--- src/rtl/hazard_ctrl_mc.sv ---
// Hazard controller for a 5-stage pipeline with a multi-cycle divide unit in E.
//
// Ports:
//   i_clk, i_reset            clock, asynchronous active-low reset
//   i_instr_{D,E,M,W}         instruction word held by each stage
//   i_rd_wren_{E,M,W}         destination-register write enable per stage
//   i_pc_sel_E                taken branch/jump resolved in E
//   i_mem_ready               data memory ready for the load/store in M
//   o_stall_{F,D,E,M}         stage keeps its register
//   o_flush_{D,E,M,W}         stage register loads a bubble
//   o_fwd_a_E, o_fwd_b_E      E operand source: 00 regfile, 10 M result, 01 W result
//   o_mc_busy                 divide unit is holding E
//   o_stall_cnt, o_flush_cnt  saturating counts of F-stall cycles and branch flushes
module hazard_ctrl_mc #(
  parameter int unsigned FWD_EN = 1,
  parameter int unsigned MC_LAT = 4,
  parameter int unsigned CNT_W  = 16
) (
  input  logic             i_clk,
  input  logic             i_reset,
  input  logic [31:0]      i_instr_D,
  input  logic [31:0]      i_instr_E,
  input  logic [31:0]      i_instr_M,
  input  logic [31:0]      i_instr_W,
  input  logic             i_rd_wren_E,
  input  logic             i_rd_wren_M,
  input  logic             i_rd_wren_W,
  input  logic             i_pc_sel_E,
  input  logic             i_mem_ready,
  output logic             o_stall_F,
  output logic             o_stall_D,
  output logic             o_stall_E,
  output logic             o_stall_M,
  output logic             o_flush_D,
  output logic             o_flush_E,
  output logic             o_flush_M,
  output logic             o_flush_W,
  output logic [1:0]       o_fwd_a_E,
  output logic [1:0]       o_fwd_b_E,
  output logic             o_mc_busy,
  output logic [CNT_W-1:0] o_stall_cnt,
  output logic [CNT_W-1:0] o_flush_cnt
);

  localparam logic       FwdOn      = (FWD_EN != 0);
  localparam logic       MultiCycle = (MC_LAT > 1);
  localparam logic [3:0] McLast     = 4'(MC_LAT - 1);

  localparam logic [6:0] OpLoad  = 7'b0000011;
  localparam logic [6:0] OpStore = 7'b0100011;
  localparam logic [6:0] OpReg   = 7'b0110011;
  localparam logic [6:0] F7MulDv = 7'b0000001;

  // Field decode
  logic [4:0] rs1_D, rs2_D, rs1_E, rs2_E, rd_E, rd_M, rd_W;
  logic [6:0] op_E, op_M;

  assign rs1_D = i_instr_D[19:15];
  assign rs2_D = i_instr_D[24:20];
  assign rs1_E = i_instr_E[19:15];
  assign rs2_E = i_instr_E[24:20];
  assign rd_E  = i_instr_E[11:7];
  assign rd_M  = i_instr_M[11:7];
  assign rd_W  = i_instr_W[11:7];
  assign op_E  = i_instr_E[6:0];
  assign op_M  = i_instr_M[6:0];

  logic unused_instr_bits;
  assign unused_instr_bits = ^{i_instr_D[31:25], i_instr_D[14:0], i_instr_E[13:12],
                               i_instr_M[31:12], i_instr_W[31:12], i_instr_W[6:0]};

  // x0 never creates a dependency.
  function automatic logic hit(input logic [4:0] rs, input logic [4:0] rd, input logic wren);
    return wren && (rs == rd) && (rs != 5'd0);
  endfunction

  // Hazard detection
  logic div_E, ld_stall, raw_stall, mem_stall, mc_stall;

  // DIV/DIVU/REM/REMU: M-extension R-type with funct3[2] set.
  assign div_E = (op_E == OpReg) && (i_instr_E[31:25] == F7MulDv) && i_instr_E[14];

  assign ld_stall = FwdOn && (op_E == OpLoad) &&
                    (hit(rs1_D, rd_E, i_rd_wren_E) || hit(rs2_D, rd_E, i_rd_wren_E));

  // Without forwarding, D waits until the producer reaches W; the register file
  // writes through so W itself needs no stall.
  assign raw_stall = !FwdOn &&
                     (hit(rs1_D, rd_E, i_rd_wren_E) || hit(rs2_D, rd_E, i_rd_wren_E) ||
                      hit(rs1_D, rd_M, i_rd_wren_M) || hit(rs2_D, rd_M, i_rd_wren_M));

  assign mem_stall = ((op_M == OpLoad) || (op_M == OpStore)) && !i_mem_ready;

  // Multi-cycle FSM
  typedef enum logic [0:0] {StIdle, StBusy} state_e;

  state_e     state_q, state_d;
  logic [3:0] mc_cnt_q, mc_cnt_d;

  always_ff @(posedge i_clk or negedge i_reset) begin
    if (!i_reset) begin
      state_q  <= StIdle;
      mc_cnt_q <= 4'd0;
    end else begin
      state_q  <= state_d;
      mc_cnt_q <= mc_cnt_d;
    end
  end

  // A memory stall freezes the whole pipe, so the divide sequence freezes too.
  always_comb begin
    state_d  = state_q;
    mc_cnt_d = mc_cnt_q;
    if (!mem_stall) begin
      unique case (state_q)
        StIdle: begin
          if (div_E && MultiCycle) begin
            state_d  = StBusy;
            mc_cnt_d = 4'd1;
          end
        end
        StBusy: begin
          if (mc_cnt_q == McLast) begin
            state_d  = StIdle;
            mc_cnt_d = 4'd0;
          end else begin
            mc_cnt_d = mc_cnt_q + 4'd1;
          end
        end
        default: state_d = StIdle;
      endcase
    end
  end

  // The first divide cycle stalls straight from IDLE; the last cycle in BUSY releases E.
  always_comb begin
    mc_stall = 1'b0;
    unique case (state_q)
      StIdle:  mc_stall = div_E && MultiCycle;
      StBusy:  mc_stall = (mc_cnt_q != McLast);
      default: mc_stall = 1'b0;
    endcase
  end

  assign o_mc_busy = i_reset && mc_stall;

  // Stall / flush arbitration, highest priority first. A taken branch simply waits
  // while E is held: i_pc_sel_E stays high until the branch can leave E.
  always_comb begin
    o_stall_F = 1'b0;
    o_stall_D = 1'b0;
    o_stall_E = 1'b0;
    o_stall_M = 1'b0;
    o_flush_D = 1'b0;
    o_flush_E = 1'b0;
    o_flush_M = 1'b0;
    o_flush_W = 1'b0;
    if (i_reset) begin
      if (mem_stall) begin
        o_stall_F = 1'b1;
        o_stall_D = 1'b1;
        o_stall_E = 1'b1;
        o_stall_M = 1'b1;
        o_flush_W = 1'b1;
      end else if (mc_stall) begin
        o_stall_F = 1'b1;
        o_stall_D = 1'b1;
        o_stall_E = 1'b1;
        o_flush_M = 1'b1;
      end else if (ld_stall || raw_stall) begin
        o_stall_F = 1'b1;
        o_stall_D = 1'b1;
        o_flush_E = 1'b1;
      end else if (i_pc_sel_E) begin
        o_flush_D = 1'b1;
        o_flush_E = 1'b1;
      end
    end
  end

  // Forwarding; M is newer than W so it wins.
  always_comb begin
    o_fwd_a_E = 2'b00;
    o_fwd_b_E = 2'b00;
    if (i_reset && FwdOn) begin
      if (hit(rs1_E, rd_M, i_rd_wren_M)) begin
        o_fwd_a_E = 2'b10;
      end else if (hit(rs1_E, rd_W, i_rd_wren_W)) begin
        o_fwd_a_E = 2'b01;
      end
      if (hit(rs2_E, rd_M, i_rd_wren_M)) begin
        o_fwd_b_E = 2'b10;
      end else if (hit(rs2_E, rd_W, i_rd_wren_W)) begin
        o_fwd_b_E = 2'b01;
      end
    end
  end

  // Performance counters; flush_D is only ever raised by the branch case.
  logic [CNT_W-1:0] stall_cnt_q, stall_cnt_d, flush_cnt_q, flush_cnt_d;

  always_comb begin
    stall_cnt_d = stall_cnt_q;
    flush_cnt_d = flush_cnt_q;
    if (o_stall_F && (stall_cnt_q != {CNT_W{1'b1}})) begin
      stall_cnt_d = stall_cnt_q + CNT_W'(1);
    end
    if (o_flush_D && (flush_cnt_q != {CNT_W{1'b1}})) begin
      flush_cnt_d = flush_cnt_q + CNT_W'(1);
    end
  end

  always_ff @(posedge i_clk or negedge i_reset) begin
    if (!i_reset) begin
      stall_cnt_q <= '0;
      flush_cnt_q <= '0;
    end else begin
      stall_cnt_q <= stall_cnt_d;
      flush_cnt_q <= flush_cnt_d;
    end
  end

  assign o_stall_cnt = stall_cnt_q;
  assign o_flush_cnt = flush_cnt_q;

endmodule

--- config.mk ---
export PLATFORM = sky130hd
export DESIGN_NAME = hazard_ctrl_mc
export DESIGN_NICKNAME = d
export VERILOG_FILES = /design/src/rtl/hazard_ctrl_mc.sv
export SDC_FILE = /design/constraint.sdc
export NUM_CORES = 1
export LEC_CHECK = 0
export BUFFER_PORTS_ARGS = -buffer_cell sky130_fd_sc_hd__buf_2
export CORE_MARGIN = 1.5
export CORE_UTILIZATION = 44
export DETAILED_ROUTE_END_ITERATION = 8
export PLACE_DENSITY = 0.86
export SLEW_MARGIN = 0
export SYNTH_ARGS = -nofsm -noshare
export SYNTH_HDL_FRONTEND = slang
export SYNTH_SLANG_ARGS = --single-unit
--- constraint.sdc ---
create_clock -name i_clk -period 3.72 [get_ports i_clk]
set_input_delay 0.372 -clock i_clk [delete_from_list [all_inputs] [get_ports i_clk]]
set_output_delay 0.372 -clock i_clk [all_outputs]
set_load 0.01 [all_outputs]
# Word level (Yosys, flattened, before mapping)
# Cells that the tools add are included.
# word_totals
regBits,37
in_bits,135
word_cells,85
output_inout_bits,45
# op_classes
add_sub_neg,3
n_bitwise,2
reduce_logical,27
n_eq_ne,16
muxes,33
# op_table
cell,n
$add 16x1->16 const B,2
$ne 16x16->1 const B,2
$eq 5x5->1,6
$mux 1,24
$reduce_bool 5->1,4
$logic_and 1x1->1,19
$eq 7x2->1 const B,2
$eq 7x6->1 const B,2
$mux 2,4
$mux 4,2
$pmux 4 s2,1
$eq 7x1->1 const B,1
$add 4x1->4 const B,1
$eq 4x2->1 const B,1
$ne 4x2->1 const B,1
$pmux 1 s2,2
$logic_or 1x1->1,2
$ne 2x2->1 const B,1
$not 1->1,2
$reduce_and 2->1,1
$logic_not 1->1,1

# Longest topological paths before layout
# Gate-level depths: netlist of the first run.
# logic_depth
depth_word,10
depth_mapped,8
mapped_depth_nobuf,7

# Worst setup path before layout of the first run
# OpenSTA, ideal clock, no wires.
# synth_timing
path_kind,reg-to-output
start,reg mc_cnt_q[0]
end,out o_stall_F
path_slack_ns,1.466
required_time_ns,3.348
path_buffers,2
arrival_ns,1.882
path_stages_with_launch,9
cell_sequence,dfrtp_1 > ha_1 > or3b_2 > nand2_1 > o211ai_1 > o211ai_4 > clkbuf_8 > inv_1 > buf_4
# synth_via
elab_chain_cells,5
# synth_rtl
item,line,rtl
start: declaration,98,"logic [3:0] mc_cnt_q, mc_cnt_d;"
start signal: assignment,106,mc_cnt_q <= mc_cnt_d;
$ne 4x2->1,140,StBusy: mc_stall = (mc_cnt_q != McLast);
$pmux 1 s2,138,unique case (state_q)
$mux 1 (3 in series),n/a,
end: declaration,30,"output logic o_stall_F,"
# No other way between the ends.

# Final worst setup path of the first run
# layout_timing
start,reg mc_cnt_q[0]
end,out o_flush_D
# layout_via
elab_chain_cells,5
# layout_rtl
item,line,rtl
$ne 4x2->1,140,
$pmux 1 s2,138,
$mux 1,165,end else if (mc_stall) begin
$mux 1,159,if (mem_stall) begin
$mux 1,158,if (i_reset) begin
end: declaration,34,"output logic o_flush_D,"
# No other way between the ends.

==> results of run 1 <==
==> area by class of cell <==
cell class                 instances  area, sq um
inverter                           7         26.3
fill                             470         2130
sequential                        37          926
tap                               70         87.6
clock buffer                       7         86.3
timing repair buffer             108          543
multi-input combinational        205         1440
==> flip-flops by register name, indices dropped and copies added, names as in the netlist <==
register / count
o_flush_cnt: 16
o_stall_cnt: 16
mc_cnt_q: 4
state_q: 1
==> through the flow <==
stage	hold slack (ns)	instance area, sq um	worst slack [ns]	util
2_1_floorplan	0.0764	2440	1.47	-
3_3_place_gp	0.375	3020	1.26	0.576
3_5_place_dp	0.372	3020	1.22	0.576
4_1_cts	0.0687	3110	0.929	0.593
5_1_grt	0.0935	3110	0.758	0.593
6_report	0.0668	3110	0.908	0.593
==> cells by family (layout without fill, tap and decap cells) <==
| group | count (synthesis) | in the layout | synth area share |
|---|---|---|---|
| DFF | 37 | 37 | 0.379 |
| buffers and inverters | 14 | 122 | 0.0328 |
| xor gates and xnor gates | 53 | 53 | 0.190 |
| AOI/OAI and AO/OA | 19 | 19 | 0.0625 |
| adders and majority gates | 3 | 3 | 0.0154 |
| muxes | 7 | 7 | 0.0323 |
| and+or+nand+nor | 123 | 123 | 0.288 |
==> path summary, 6_finish.rpt <==
path	from	to	slack, ns	cells after the start
hold reg to reg	o_flush_cnt[6]	o_flush_cnt[6]	0.49	1
hold / removal	i_reset	mc_cnt_q[3]	0.07	1
setup reg to reg	o_flush_cnt[0]	o_flush_cnt[1]	1.17	6
setup / recovery	mc_cnt_q[0]	o_flush_D	0.91	7
min in group i_clk	o_flush_cnt[6]	o_flush_cnt[6]	0.49	1
max in group asynchronous	i_reset	o_stall_cnt[9]	2.95	2
==> power by group through the flow <==
stage          sequential, uW  clock [uW]  combinational [uW]
2_1_floorplan             553           0                 189
4_1_cts                   536         291                 347
6_report                  537         282                 345
3_5_place_dp              544           0                 346
3_3_place_gp              540           0                 334
5_1_grt                   550         309                 383
==> layer usage <==
metal  global-route usage  vias up
met5                    0        -
met4               0.0382        0
met3               0.0529        5
met2                0.358       80
met1                0.290     1094
li1                     -     1129
==> cells in the mapped netlist, types with 2 or more instances <==
cell | instances | area share
dfrtp_1 | 37 | 0.38
xnor2_1 | 37 | 0.13
nand4_1 | 19 | 0.049
nor2_1 | 19 | 0.029
nand3_1 | 18 | 0.037
xor2_1 | 16 | 0.057
nand2_1 | 14 | 0.022
and3_1 | 8 | 0.020
and2_1 | 7 | 0.018
inv_1 | 7 | 0.011
nor4_1 | 6 | 0.015
nor3_1 | 5 | 0.010
o21ai_0 | 5 | 0.010
a21oi_1 | 4 | 0.0082
mux2_1 | 4 | 0.018
and3_2 | 3 | 0.0092
and4_1 | 3 | 0.011
ha_1 | 3 | 0.015
mux2_2 | 3 | 0.014
nor4b_1 | 3 | 0.011
or4_1 | 3 | 0.0092
a21oi_2 | 2 | 0.0072
and3b_1 | 2 | 0.0072
buf_4 | 2 | 0.0061
nand2_2 | 2 | 0.0051
nand2b_1 | 2 | 0.0051
nor2b_1 | 2 | 0.0051
==> worst reg2reg max path, cell delays in order (launching register included) <==
cell and delay [ns]:
dfrtp_1 0.42, ha_1 0.22, and3_2 0.23, and3_1 0.22
a31oi_1 0.84, nand2_2 0.15, mux2_1 0.35
==> out/metrics.cfg, run 1 <==
[final_layout]
antennaDiodeCount=0
mostFrequentLayoutCell=buf_2
area_growth_pct=27.2
final_cell_mix=buf_2, xnor2_1, dfrtp_1
drive_gt1_frac=0.360
nets=502
final_cells=434

[drt]
vias=2308
drtIter0Drc=161
ant_nets=0
drtPass1Iterations=4
m1WireLength_um=2820
viasPerCell=5.32
wirelength_um=6140
post-route-drc-count=0
dr_wl_met3_um=393
met2_length_um=2880
maxUsedRoutingLayer=met4
avgRoutedWirePerCell_um=14.1

[worst_setup_path]
worstPathRequired_ns=3.35
start_kind=flop
cp.arrival_ns=2.44
crit_family=simple AND/OR/NAND/NOR gates
critPathKind=reg2out
end_kind=primary output
path_buf_inv=1
path_cells=ha_1, or3b_2, nand2_1, o21ai_0, a21oi_4, and2_1, buf_2
slowest_stage=or3b_2
worst_path_largest_cell_delay_ns=0.47
critPathMaxFanout=16

[logic_synthesis]
synth_seq_area_share=0.379
synth.avg_cell_area_sq_um=9.54
mappedNetlistArea_sq_um=2440
synth-async-reset-ratio=1.00
synth_ff_type=dfrtp_1
synth-edff-count=0
synthCells=256
syn_nets=394
synth_seq_cells=37
yosysUniqueCellTypes=47
ys_warn_count=0

[floorplanning]
die_h_um=77.5
core_sq_um=5240
initial_utilization=0.466
ioPinCount=180
die_w_um=77.5
num_rows=26
dieArea_sq_um=6010

[run_status]
status=finished clean

[clocking]
cts.sinks=37
cts_htree_levels=2
numCtsBuffers=5
clk_pin_slew_worst_paths_ns=0.07
cts.path.max_buffers=2
clkLatencyLatePin_ns=0.28
hold_buffers=0
cts_root_buf=clkbuf_8
ctsResizeCount=0
cts_setup_buffers=0
cts_tree=built

[global_route]
grt_max_degree=26
grt_pass1_wl_um=10600
overflow=0
grt_antenna_before_repair=0
grt_pass1_vias=2282
grt_usage=0.216

[timing]
fmax_mhz=356
relSlewSlack=0.270
final_max_slew_viol_count=0
setup_viol=0
hold_viol_final=0
rsz0062_at_grt=no
skew_ns=0.00338
fin_crit_ns=2.81
tns_ns=0
worstMarginPinSlew_ns=1.09
timing.final.crit_share=0.756

[power_and_ir_drop]
ir_worst_vdd_mv=0.346
seq_power_share=0.462
p_int_uw=778
pwr-share-clk=0.242
p_comb_frac=0.296
p_switching_uw=386
power_switching_share=0.332
p_total_uw=1160
leakage_uw=0.00151
p_per_area_nw_per_um2=375

[placement]
dp_hpwl_um=4860
io_buffers=107
dpl.cell_count=427
gp_congestion=0.889

[job]
max-cap-violations=0

[hold_path]
hold_class=in2async

Power figures use the tool's default switching activity.
==> run 2: changes to the inputs <==
--- a/config.mk
+++ b/config.mk
@@ -7,9 +7,9 @@
 export LEC_CHECK = 0
 export BUFFER_PORTS_ARGS = -buffer_cell sky130_fd_sc_hd__buf_2
 export CORE_MARGIN = 1.5
-export CORE_UTILIZATION = 44
+export CORE_UTILIZATION = 37
 export DETAILED_ROUTE_END_ITERATION = 8
-export PLACE_DENSITY = 0.86
+export PLACE_DENSITY = 0.77
 export SLEW_MARGIN = 0
 export SYNTH_ARGS = -nofsm -noshare
 export SYNTH_HDL_FRONTEND = slang
==> constraint.sdc (replaced) <==
create_clock -name i_clk -period 2.5 [get_ports i_clk]
set_input_delay 0.25 -clock i_clk [delete_from_list [all_inputs] [get_ports i_clk]]
set_output_delay 0.25 -clock i_clk [all_outputs]
set_load 0.01 [all_outputs]
==> out/metrics.cfg, run 2 (synthesis gave the netlist of run 1 again) <==
[timing]
hold_viol_final=0  ; unchanged
setup_viol=0  ; unchanged
skew_ns=0.00799  ; +0.00461 ns
fmax_mhz=429
rsz0062_at_grt=no
final_max_slew_viol_count=0  ; unchanged
relSlewSlack=0.603  ; +0.333
worstMarginPinSlew_ns=0.590  ; -0.500 ns
timing.final.crit_share=0.933
tns_ns=0  ; unchanged
fin_crit_ns=2.33

[power_and_ir_drop]
seq_power_share=0.459  ; -0.003
p_switching_uw=594  ; +54%
power_switching_share=0.341  ; +0.00915
p_int_uw=1150  ; +48%
ir_worst_vdd_mv=0.397  ; +15%
pwr-share-clk=0.236  ; -0.006
p_comb_frac=0.304  ; +0.008
p_per_area_nw_per_um2=548  ; +46%
leakage_uw=0.00155  ; +2.6%

[drt]
ant_nets=0  ; unchanged
avgRoutedWirePerCell_um=13.9  ; -1.8%
drtPass1Iterations=4  ; unchanged
vias=2325  ; +0.74%
post-route-drc-count=0  ; unchanged
drtIter0Drc=95  ; -41%
viasPerCell=5.17  ; -2.8%
wirelength_um=6250  ; +1.8%

[hold_path]
min_path_cells=4
hold_class=in2reg
hold_start=i_instr_M[6]

[worst_setup_path]
worstRegToRegCells=8  ; +2
end_kind=primary output
critPathLaunch=mc_cnt_q[0]
start_kind=flop
worstPathRequired_ns=2.25  ; -1.10 ns
critPathKind=reg2out
path_buf_inv=2  ; +1
cp.arrival_ns=2.08  ; -0.36 ns
slowest_stage=or3b_2
worst_path_largest_cell_delay_ns=0.47  ; about the same
critPathMaxFanout=3  ; -13
path_cells=ha_1, or3b_2, nand2_1, o21ai_1, buf_4, a21oi_2, nor2_1, buf_2
crit_family=simple AND/OR/NAND/NOR gates
worst-path-stages=8  ; +1
timing.rr.start=mc_cnt_q[0]

[global_route]
globalRouteMet2Util=0.287  ; -0.0713
use_met3=0.0482  ; -0.00476
use_met1=0.238  ; -0.0521
grt_antenna_before_repair=0  ; unchanged
grt_usage=0.180  ; -0.0366
grt_pass1_vias=2180  ; -4.5%
grt_max_degree=28  ; +7.7%
overflow=0  ; unchanged
grt.busiest_layer=met2
grt_pass1_wl_um=10300  ; -2.4%

[final_layout]
final_util=0.500  ; -0.0926
mostFrequentLayoutCell=buf_2
antennaDiodeCount=0  ; unchanged
drive_gt1_frac=0.375  ; +0.0154
area_growth_pct=30.1
multiInputGateArea_sq_um=1440  ; +0.26%
seq_area_sq_um=926  ; unchanged
nFillCells=607  ; +29%
nets=510  ; +1.6%
final_cells=450  ; +3.7%
final_cell_mix=buf_2, xnor2_1, dfrtp_1

[clocking]
numCtsBuffers=5  ; unchanged
cts_htree_levels=2  ; unchanged
cts_tree=built
clkLatencyLatePin_ns=0.30  ; +0.02 ns
cts.sinks=37  ; unchanged
cts.path.max_buffers=2  ; unchanged
clk_pin_slew_worst_paths_ns=0.07  ; about the same
cts_root_buf=clkbuf_8

[placement]
io_buffers=107  ; unchanged
dpl.cell_count=439  ; +2.8%
gp_congestion=0.819  ; -7.8%
dp_hpwl_um=4910  ; +0.88%

[floorplanning]
die_w_um=84.2  ; +8.7%
die_h_um=84.2  ; +8.7%
num_rows=29  ; +12%
ioPinCount=180  ; unchanged
core_sq_um=6350  ; +21%
dieArea_sq_um=7100  ; +18%
initial_utilization=0.385  ; -0.0817

[run_status]
status=finished clean

[job]
max-cap-violations=0  ; unchanged

run 2: worst min-delay path, cell delays in order:
cell and delay (ns):
buf_2 0.07, nor4_1 0.07, a21oi_2 0.16, nor2_1 0.06
run 2: per-stage QoR:
step                      area [sq um]  total power (uW)  hold WS, ns  setup slack [ns]
after floorplan                   2440              1100      -0.0456             0.368
after global placement            3070              1310        0.216             0.250
after detailed placement          3070              1340        0.215             0.188
after CTS                         3170              1760        0.401           0.00572
after global routing              3180              1850        0.372          0.000146
final                             3180              1740        0.358             0.166
run 2: what timing repair did:
action / 4_1_cts / 5_1_grt
setup endpoints to repair: 3 / 3
endpoints found under the hold margin: 12 / 0
hold buffers: 1 / 0
resized for setup: 0 / 2
buffers inserted: 2 / 0
pin swaps: 1 / 0
run 2: final cells by class:
| class | count | area share |
|---|---|---|
| multi-input cells | 205 | 0.453 |
| clock inverters | 2 | 0.00315 |
| flip-flops and latches | 37 | 0.291 |
| clock buffers | 6 | 0.0228 |
| inverters | 7 | 0.00827 |
| well taps | 77 | 0.0303 |
| repair buffers | 116 | 0.191 |
run 2: worst paths after layout:
path / to / slack (ns)
setup / recovery: o_stall_E / 0.17
hold / removal: state_q / 0.36
setup reg to reg: o_stall_cnt[14] / 0.22
hold reg to reg: o_stall_cnt[10] / 0.48
max in group asynchronous: o_flush_cnt[7] / 1.34
min in group asynchronous: mc_cnt_q[2] / 0.44
run 2: layer usage:
metal  vias to the layer above  share of wire
met2                        87           0.46
met5                         -              0
met4                         0          0.013
met1                      1082           0.46
met3                         9          0.065
li1                       1147              -
run 2: power by group through the flow:
stage	combinational (uW)	clock [uW]	sequential, uW
final	531	412	800
after global routing	592	443	818
after CTS	536	421	800
after detailed placement	526	0	811
after global placement	506	0	804
after floorplan	281	0	823
==> run 3: changes to the inputs <==
--- a/config.mk
+++ b/config.mk
@@ -6,10 +6,12 @@
 export NUM_CORES = 1
 export LEC_CHECK = 0
 export BUFFER_PORTS_ARGS = -buffer_cell sky130_fd_sc_hd__buf_2
+export CELL_PAD_IN_SITES_DETAIL_PLACEMENT = 1
+export CELL_PAD_IN_SITES_GLOBAL_PLACEMENT = 2
 export CORE_MARGIN = 1.5
-export CORE_UTILIZATION = 37
+export CORE_UTILIZATION = 19
 export DETAILED_ROUTE_END_ITERATION = 8
-export PLACE_DENSITY = 0.77
+export PLACE_DENSITY_LB_ADDON = 0.1
 export SLEW_MARGIN = 0
 export SYNTH_ARGS = -nofsm -noshare
 export SYNTH_HDL_FRONTEND = slang
==> out/metrics.cfg, run 3 (synthesis gave the netlist of run 1 again) <==
[run_status]
status=finished clean

[floorplanning]
ioPinCount=180  ; unchanged
core_sq_um=12600  ; +98%
num_rows=41  ; +41%
die_h_um=116  ; +38%
die_w_um=116  ; +38%
initial_utilization=0.194  ; -0.190
dieArea_sq_um=13500  ; +91%

[final_layout]
nFillCells=1496  ; +150%
area_growth_pct=38.8
nets=516  ; +1.2%
mostFrequentLayoutCell=buf_2
antennaDiodeCount=0  ; unchanged
final_cell_mix=buf_2, xnor2_1, dfrtp_1
drive_gt1_frac=0.377  ; +0.00197
seq_area_sq_um=926  ; unchanged
multiInputGateArea_sq_um=1440  ; -0.26%

[job]
max-cap-violations=0  ; unchanged

[drt]
drtPass1Iterations=4  ; unchanged
viasPerCell=4.27  ; -17%
post-route-drc-count=0  ; unchanged
ant_nets=0  ; unchanged
drtIter0Drc=44  ; -54%
wirelength_um=7610  ; +22%
avgRoutedWirePerCell_um=13.8  ; -0.54%
vias=2351  ; +1.1%

[clocking]
numCtsBuffers=5  ; unchanged
cts.path.max_buffers=2  ; unchanged
cts_root_buf=clkbuf_16
clk_pin_slew_worst_paths_ns=0.06  ; about the same
cts_htree_levels=2  ; unchanged
cts.sinks=37  ; unchanged
cts_tree=built
clkLatencyLatePin_ns=0.28  ; -0.02 ns

[timing]
setup_viol=0  ; unchanged
final_max_slew_viol_count=0  ; unchanged
skew_ns=0.00319  ; -0.00479 ns
fin_crit_ns=2.37  ; +0.0324 ns
tns_ns=0  ; unchanged
rsz0062_at_grt=no
hold_viol_final=0  ; unchanged
fmax_mhz=423  ; -1.4%
relSlewSlack=0.673  ; +0.0703
timing.final.crit_share=0.946  ; +0.0130
worstMarginPinSlew_ns=0.485  ; -0.105 ns

[global_route]
grt.busiest_layer=met2
grt_pass1_vias=2581  ; +18%
globalRouteMet2Util=0.215  ; -0.0713
grt_antenna_before_repair=0  ; unchanged
grt_pass1_wl_um=12400  ; +21%
grt_max_degree=20  ; -29%
use_met3=0.0306  ; -0.0176
overflow=0  ; unchanged
use_met1=0.137  ; -0.101
grt_usage=0.117  ; -0.0628

[worst_setup_path]
slowest_stage=or3b_2
cp.arrival_ns=2.12  ; +0.04 ns
start_kind=flop
worstPathRequired_ns=2.25  ; about the same
path_cells=ha_1, or3b_2, nand2_1, o21ai_1, buf_4, a21oi_1, nor2_1, buf_2
end_kind=primary output
critPathKind=reg2out
worst_path_largest_cell_delay_ns=0.47  ; about the same
critPathMaxFanout=3  ; unchanged

[power_and_ir_drop]
ir_worst_vdd_mv=0.308  ; -22%
p_total_uw=1960  ; +12%
p_per_area_nw_per_um2=578  ; +5.3%
leakage_uw=0.00159  ; +3.0%

[hold_path]
hold_class=in2async

[placement]
gp_congestion=0.686  ; -16%
io_buffers=107  ; unchanged
dp_hpwl_um=6160  ; +26%

[run 3: changes by cell type in the layout (fill, tap and decap cells not counted), moves of 2 or more]
cell / previous run / this run
clkinv_2: 2 / 0
buf_4: 8 / 14
clkbuf_1: 1 / 3
clkbuf_8: 5 / 0
clkbuf_16: 0 / 5
[run 3: stage by stage]
| stage | area [sq um] | cells | hold WS [ns] | util | setup slack (ns) |
|---|---|---|---|---|---|
| after floorplan | 2440 | 256 | -0.0456 | - | 0.368 |
| after global placement | 3210 | 537 | 0.135 | 0.255 | 0.157 |
| after detailed placement | 3210 | 537 | 0.140 | 0.255 | 0.164 |
| after CTS | 3370 | 548 | 0.396 | 0.268 | 0.00954 |
| after global routing | 3390 | 551 | 0.396 | 0.270 | 0.00124 |
| final | 3390 | 551 | 0.381 | 0.270 | 0.134 |
[run 3: timing repair]
action	in CTS	in global routing
pin swaps	1	0
buffers inserted	2	3
hold buffers	1	0
hold endpoints to repair	1	0
setup endpoints to repair	2	2
resized for setup	0	1
[run 3: critical path, delay by kind of cell (launching register included)]
family                   cells  cell delay (ns)
AO/OA/AOI/OAI                2             0.30
buffers and inverters        2             0.32
flip-flops                   1             0.37
adder cells (fa/ha/maj)      1             0.19
AND/OR/NAND/NOR              3             0.66
[run 3: final timing paths]
kind | from | end | slack [ns] | cells past startpoint
max in group asynchronous | i_reset | o_flush_cnt[10] | 1.58 | 3
min in group i_clk | i_instr_M[6] | state_q | 0.39 | 4
worst min-delay path | i_reset | state_q | 0.38 | 2
worst max-delay path | mc_cnt_q[0] | o_stall_E | 0.13 | 8
worst min register to register | o_stall_cnt[10] | o_stall_cnt[10] | 0.48 | 1
worst max register to register | mc_cnt_q[0] | o_stall_cnt[12] | 0.22 | 8
[run 3: area by class of cell]
class                   count  area share
multi-input cells         205       0.424
inverters                   7     0.00775
well taps                 172      0.0635
repair buffers            122       0.192
flip-flops and latches     37       0.273
clock buffers               8      0.0402
[run 3: layer usage]
layer,vias up,routed length (um),part of all wire
met5,-,0,0
met4,0,51,0.0067
met3,4,389,0.051
met2,52,3810,0.50
met1,1133,3360,0.44
li1,1162,-,-
[run 3: power by group]
group | leakage [uW] | switching [uW] | total [uW] | internal (uW)
logic | 0.00105 | 273 | 548 | 275
clock network | 0.0000652 | 236 | 607 | 371
registers | 0.000477 | 111 | 804 | 693
